File: config.mk
export PLATFORM = sky130hd
export DESIGN_NAME = control_pipe
export DESIGN_NICKNAME = d
export VERILOG_FILES = /design/src/rtl/control_pipe_pkg.sv /design/src/rtl/control_pipe_stage_reg.sv /design/src/rtl/control_pipe.sv
export SDC_FILE = /design/constraint.sdc
export NUM_CORES = 1
export LEC_CHECK = 0
export CORE_AREA = 2 2 96 98
export DETAILED_ROUTE_END_ITERATION = 6
export DIE_AREA = 0 0 98 100
export SLEW_MARGIN = 20
export SYNTH_ARGS = -nofsm -noshare
export SYNTH_HDL_FRONTEND = slang
export SYNTH_SLANG_ARGS = --single-unit
File: constraint.sdc
create_clock -name clk -period 4.31 [get_ports clk]
set_input_delay 1.0775 -clock clk [delete_from_list [all_inputs] [get_ports clk]]
set_output_delay 1.0775 -clock clk [all_outputs]
set_load 0.01 [all_outputs]
File: src/rtl/control_pipe_pkg.sv
// Shared control-word definitions for the decode-to-writeback control pipeline.
package control_pipe_pkg;

  localparam logic [1:0] ADD_OPCODE    = 2'b00;
  localparam logic [1:0] SUB_OPCODE    = 2'b01;
  localparam logic [1:0] R_TYPE_OPCODE = 2'b10;

  typedef struct packed {
    logic [1:0] alu_op;
    logic       alu_src;
    logic       branch;
    logic       jump;
    logic       mem_read;
    logic       mem_write;
    logic       mem_2_reg;
    logic       reg_write;
  } ctrl_t;

  localparam ctrl_t CTRL_BUBBLE = '0;

  // Stores and x0 destinations must never retire as register writes.
  function automatic logic wb_qualify(input logic reg_write, input logic mem_write,
                                      input logic [4:0] rd);
    return reg_write & ~mem_write & (rd != 5'd0);
  endfunction

endpackage

File: src/rtl/control_pipe_stage_reg.sv
// One control pipeline register: control word plus destination index.
module ctrl_stage_reg
  import control_pipe_pkg::*;
(
  input  logic       clk,
  input  logic       arst,
  input  logic       i_load,
  input  logic       i_clear,
  input  ctrl_t      i_ctrl,
  input  logic [4:0] i_rd,
  output ctrl_t      o_ctrl,
  output logic [4:0] o_rd
);

  ctrl_t      r_ctrl;
  logic [4:0] r_rd;

  always_ff @(posedge clk or posedge arst) begin
    if (arst) begin
      r_ctrl <= CTRL_BUBBLE;
      r_rd   <= 5'd0;
    end else if (i_load) begin
      if (i_clear) begin
        r_ctrl <= CTRL_BUBBLE;
        r_rd   <= 5'd0;
      end else begin
        r_ctrl <= i_ctrl;
        r_rd   <= i_rd;
      end
    end
  end

  assign o_ctrl = r_ctrl;
  assign o_rd   = r_rd;

endmodule

File: src/rtl/control_pipe.sv
// ID/EX, EX/MEM, MEM/WB control pipeline with load-use stall, redirect flush
// and saturating stall/flush event counters.
module control_pipe
  import control_pipe_pkg::*;
#(
  parameter int CNT_W = 16
) (
  input  logic             clk,
  input  logic             arst,
  input  logic             enable,
  input  logic             id_valid,
  input  logic [1:0]       id_alu_op,
  input  logic             id_alu_src,
  input  logic             id_branch,
  input  logic             id_jump,
  input  logic             id_mem_read,
  input  logic             id_mem_write,
  input  logic             id_mem_2_reg,
  input  logic             id_reg_write,
  input  logic [4:0]       id_rs1,
  input  logic [4:0]       id_rs2,
  input  logic [4:0]       id_rd,
  input  logic             ex_take,
  output logic [1:0]       ex_alu_op,
  output logic             ex_alu_src,
  output logic             ex_branch,
  output logic             ex_jump,
  output logic [4:0]       ex_rd,
  output logic             mem_mem_read,
  output logic             mem_mem_write,
  output logic             wb_reg_write,
  output logic             wb_mem_2_reg,
  output logic [4:0]       wb_rd,
  output logic             stall_if,
  output logic             flush_if_id,
  output logic [CNT_W-1:0] stall_cnt,
  output logic [CNT_W-1:0] flush_cnt
);

  localparam logic [CNT_W-1:0] CNT_MAX = '1;

  ctrl_t            w_id_ctrl;
  ctrl_t            w_ex_ctrl;
  ctrl_t            w_mem_ctrl;
  ctrl_t            w_wb_ctrl;
  logic [4:0]       w_ex_rd;
  logic [4:0]       w_mem_rd;
  logic [4:0]       w_wb_rd;
  logic             w_load_use;
  logic             w_redirect;
  logic             w_id_clear;
  logic [CNT_W-1:0] r_stall_cnt;
  logic [CNT_W-1:0] r_flush_cnt;

  always_comb begin
    w_id_ctrl           = CTRL_BUBBLE;
    w_id_ctrl.alu_op    = id_alu_op;
    w_id_ctrl.alu_src   = id_alu_src;
    w_id_ctrl.branch    = id_branch;
    w_id_ctrl.jump      = id_jump;
    w_id_ctrl.mem_read  = id_mem_read;
    w_id_ctrl.mem_write = id_mem_write;
    w_id_ctrl.mem_2_reg = id_mem_2_reg;
    w_id_ctrl.reg_write = wb_qualify(id_reg_write, id_mem_write, id_rd);
  end

  assign w_load_use = id_valid & w_ex_ctrl.mem_read & w_ex_ctrl.reg_write &
                      (w_ex_rd != 5'd0) & ((w_ex_rd == id_rs1) | (w_ex_rd == id_rs2));
  assign w_redirect = (w_ex_ctrl.branch & ex_take) | w_ex_ctrl.jump;

  // A redirect squashes the hazarding instruction, so it also masks the stall.
  assign stall_if    = w_load_use & ~w_redirect;
  assign flush_if_id = w_redirect;
  assign w_id_clear  = ~id_valid | w_load_use | w_redirect;

  ctrl_stage_reg u_id_ex (
    .clk     (clk),
    .arst    (arst),
    .i_load  (enable),
    .i_clear (w_id_clear),
    .i_ctrl  (w_id_ctrl),
    .i_rd    (id_rd),
    .o_ctrl  (w_ex_ctrl),
    .o_rd    (w_ex_rd)
  );

  ctrl_stage_reg u_ex_mem (
    .clk     (clk),
    .arst    (arst),
    .i_load  (enable),
    .i_clear (1'b0),
    .i_ctrl  (w_ex_ctrl),
    .i_rd    (w_ex_rd),
    .o_ctrl  (w_mem_ctrl),
    .o_rd    (w_mem_rd)
  );

  ctrl_stage_reg u_mem_wb (
    .clk     (clk),
    .arst    (arst),
    .i_load  (enable),
    .i_clear (1'b0),
    .i_ctrl  (w_mem_ctrl),
    .i_rd    (w_mem_rd),
    .o_ctrl  (w_wb_ctrl),
    .o_rd    (w_wb_rd)
  );

  always_ff @(posedge clk or posedge arst) begin
    if (arst) begin
      r_stall_cnt <= '0;
      r_flush_cnt <= '0;
    end else if (enable) begin
      if (stall_if && r_stall_cnt != CNT_MAX)
        r_stall_cnt <= r_stall_cnt + 1'b1;
      if (flush_if_id && r_flush_cnt != CNT_MAX)
        r_flush_cnt <= r_flush_cnt + 1'b1;
    end
  end

  assign ex_alu_op     = w_ex_ctrl.alu_op;
  assign ex_alu_src    = w_ex_ctrl.alu_src;
  assign ex_branch     = w_ex_ctrl.branch;
  assign ex_jump       = w_ex_ctrl.jump;
  assign ex_rd         = w_ex_rd;
  assign mem_mem_read  = w_mem_ctrl.mem_read;
  assign mem_mem_write = w_mem_ctrl.mem_write;
  assign wb_reg_write  = w_wb_ctrl.reg_write;
  assign wb_mem_2_reg  = w_wb_ctrl.mem_2_reg;
  assign wb_rd         = w_wb_rd;
  assign stall_cnt     = r_stall_cnt;
  assign flush_cnt     = r_flush_cnt;

  // Fields that have no consumer once the entry reaches write-back.
  logic w_unused;
  assign w_unused = ^{w_wb_ctrl.alu_op, w_wb_ctrl.alu_src, w_wb_ctrl.branch,
                      w_wb_ctrl.jump, w_wb_ctrl.mem_read, w_wb_ctrl.mem_write};

endmodule
==> results.yml <==
logic_synthesis:
  yosys-top-cells-count: "62 x dfrtp_1, 20 x xnor2_1, 17 x xor2_1, 16 x mux2_2, 15 x nor2_1"
  synth_nets: 261
  synth_area_leaders: "dfrtp_1 57%, mux2_2 6.6%, xnor2_1 6.4%"
  syn_area_per_cell_sq_um: 11.90
  yosysWarningCount: 0
  synth_ff_type: "dfrtp_1"
  yosysUniqueCellTypes: 32
  yosysTopAreaCell: "dfrtp_1"
  synth-edff-count: 0
  synth_top_area_share_pct: 56.67
  syn_area_sq_mm: 0.002738
  synthCells: 230
  ys_ff_latch: 62
  ys_async_sr_fraction_pct: 100.0
  synth-seq-area-share_pct: 56.67
  post-synth-top-count-cell: "dfrtp_1"
route:
  via_count: 2073
  drc: 0
  dr.first_iter.drc_count: 58
  antenna_left: 0
  drt-total-wl_mm: 6.100
  wl_per_cell_um: 14.15
  dr.pass1.iters: 4
  drt-vias-per-instance: 4.810
clock_tree:
  insertion_delay_ns: 0.33
  tritoncts: "yes"
  cts_setup_buffers: 0
  cts_made_buffers: 9
  post_cts_resized: 0
  htreeDepth: 3
  cts.sinks: 62
  root_buffer: "clkbuf_8"
  ctsHoldBuffers: 0
  clk_pin_slew_worst_paths_ns: 0.07
  cts_max_path_buffers: 2
power:
  internal-power_mw: 1.156
  switching_share_pct: 24.28
  power_density_mw_per_mm2: 393.3
  power_switching_uw: 370.6
  p_leak_nw: 1.742
  p_total_mw: 1.527
  pwr-share-comb_pct: 16.1
  p_clk_share_pct: 39.0
  share_seq_of_total_power_pct: 44.9
  peakVddDrop_mv: 0.1621
placed_design:
  dp.cells: 415
  pre_cts_slack_ns: 0.3901
  routabilityCongestion: 0.7172
  io_buffers: 81
  dpl.hpwl_mm: 4.325
timing:
  setup_slack_ns: 0.3848
  slew_viol_final: 0
  finalSetupTns_ns: 0
  max_freq_ghz: 0.2548
  fin_skew_ns: 0.01209
  finalHoldViolCount: 0
  tightest_slew_ns: 0.7848
  period_minus_slack_ns: 3.925
  maxSlewHeadroom_pct: 47.60
  rsz0062_at_grt: "no"
  period_share_pct: 91.07
  finalSetupViolations: 0
cells_and_area:
  antenna_cells: 0
  fin_cells: 431
  finalNetCount: 346
  area_delta_synth_final_pct: 41.77
  nFillCells: 867
  drive_gt1_share_pct: 11.25
floorplan:
  start_util_pct: 30.80
  rows: 35
  coreArea_sq_mm: 0.008890
  dieArea_sq_mm: 0.009800
  die_w_um: 98
  die-height_um: 100
  io_pins: 82
global_route:
  gr-usage-all-layers_pct: 13.30
  grt_pass1_vias: 1999
  grt-ovfl-total: 0
  antenna_found_initial: 0
  grt_max_degree: 38
  grt_pass1_wl_mm: 10.29
setup_path:
  worstPathMaxFanout: 2
  crit_end: "stall_if"
  critPathKind: "input port to output port"
  crit_path_frequent_cell: "clkdlybuf4s50_1"
  path_cells: "clkdlybuf4s50_1 > xnor2_1 > nand3_1 > o22ai_1 > nand2_1 > nor2_1 > clkdlybuf4s50_1"
  cp.required_ns: 3.23
  r2r_cells: 5
  r2r-start: "stall_cnt[0]"
  reg2reg_to: "stall_cnt[1]"
  crit_arrival_ns: 2.85
  crit_path_start: "id_rs1[4]"
  cp-start-kind: "input port"
  max_stage_delay_ns: 0.57
  end_kind: "output port"
  rrSetupSlack_ns: 2.09
  cp_slowest_cell: "clkdlybuf4s50_1"
run:
  cap_violations: 0
status:
  status: "finished clean"
min_path:
  min_path_type: "flop to flop"
==> cell usage in the layout (no fill, tap or decap), types with 2 or more instances in the layout <==
| cell type | count |
|---|---|
| a21oi_1 | 5 |
| a22o_1 | 14 |
| and2_1 | 2 |
| and3_1 | 5 |
| and4_1 | 3 |
| buf_4 | 2 |
| bufinv_16 | 2 |
| clkbuf_8 | 12 |
| clkdlybuf4s50_1 | 81 |
| dfrtp_1 | 62 |
| ha_1 | 2 |
| inv_1 | 4 |
| mux2_1 | 2 |
| mux2_2 | 16 |
| nand2_1 | 13 |
| nand3_1 | 13 |
| nand4_1 | 6 |
| nor2_1 | 15 |
| nor3_1 | 10 |
| nor4_1 | 2 |
| xnor2_1 | 20 |
| xor2_1 | 17 |
==> cells by family (layout without fill, tap and decap cells) <==
family | after synthesis | count (layout) | synth area share (%)
buffers and inverters | 14 | 104 | 2.696
adder cells (fa/ha/maj) | 2 | 2 | 0.9139
flip-flops | 62 | 62 | 56.67
multiplexers | 18 | 18 | 7.404
XOR/XNOR | 37 | 37 | 11.84
AND/OR/NAND/NOR | 72 | 72 | 13.30
AO/OA/AOI/OAI | 25 | 25 | 7.176
==> layer usage <==
metal	part of all wire (%)	up-vias	track usage, %
li1	-	981	-
met1	46	1022	17.22
met2	48	61	21.13
met3	5.0	9	3.760
met4	1.4	0	5.449
met5	0	-	0
==> power by group through the flow <==
stage	sequential [mW]	combinational (mW)	clock (mW)
5_1_grt	0.696	0.268	0.644
6_report	0.685	0.246	0.595
4_1_cts	0.687	0.252	0.614
3_5_place_dp	0.697	0.251	0
3_3_place_gp	0.696	0.247	0
2_1_floorplan	0.704	0.100	0
==> worst max-delay path, delay by kind of cell <==
family	cells	cell delay, ns
xor+xnor	1	0.11
compound gates	1	0.26
buf+inv	2	1.04
simple gates	3	0.36
==> worst min path at each step <==
stage / cells past startpoint / startpoint / endpoint
floorplan: 1 / u_id_ex.o_ctrl[1] / u_id_ex.o_ctrl[1]
global placement: 1 / stall_cnt[9] / stall_cnt[9]
detailed placement: 1 / stall_cnt[9] / stall_cnt[9]
CTS: 1 / stall_cnt[9] / stall_cnt[9]
global route: 1 / stall_cnt[9] / stall_cnt[9]
finish: 1 / stall_cnt[9] / stall_cnt[9]
==> sequential cells by signal, summed over array words and instances (netlist names) <==
| register | count |
|---|---|
| flush_cnt | 16 |
| stall_cnt | 16 |
| u_ex_mem.o_ctrl | 4 |
| u_ex_mem.o_rd | 5 |
| u_id_ex.o_ctrl | 9 |
| u_id_ex.o_rd | 5 |
| u_mem_wb.o_ctrl | 2 |
| u_mem_wb.o_rd | 5 |
==> layout make-up <==
cell class	count	area (sq um)	area share, %
sequential	62	1551	39.97
timing repair buffer	83	825.8	21.28
tap	111	138.9	3.578
clock buffer	13	168.9	4.352
inverter	5	18.77	0.4836
multi-input combinational	154	1112	28.66
clock inverter	3	65.06	1.676
==> metrics by stage <==
stage | utilization, % | hold WS [ns] | area [sq um]
after detailed placement | 41.03 | 0.4765 | 3647
after CTS | 43.66 | 0.4894 | 3881
after global routing | 43.66 | 0.5128 | 3881
after global placement | 41.03 | 0.4793 | 3647
final | 43.66 | 0.4838 | 3881
after floorplan | - | 0.4736 | 2738
Power figures use the tool's default switching activity.
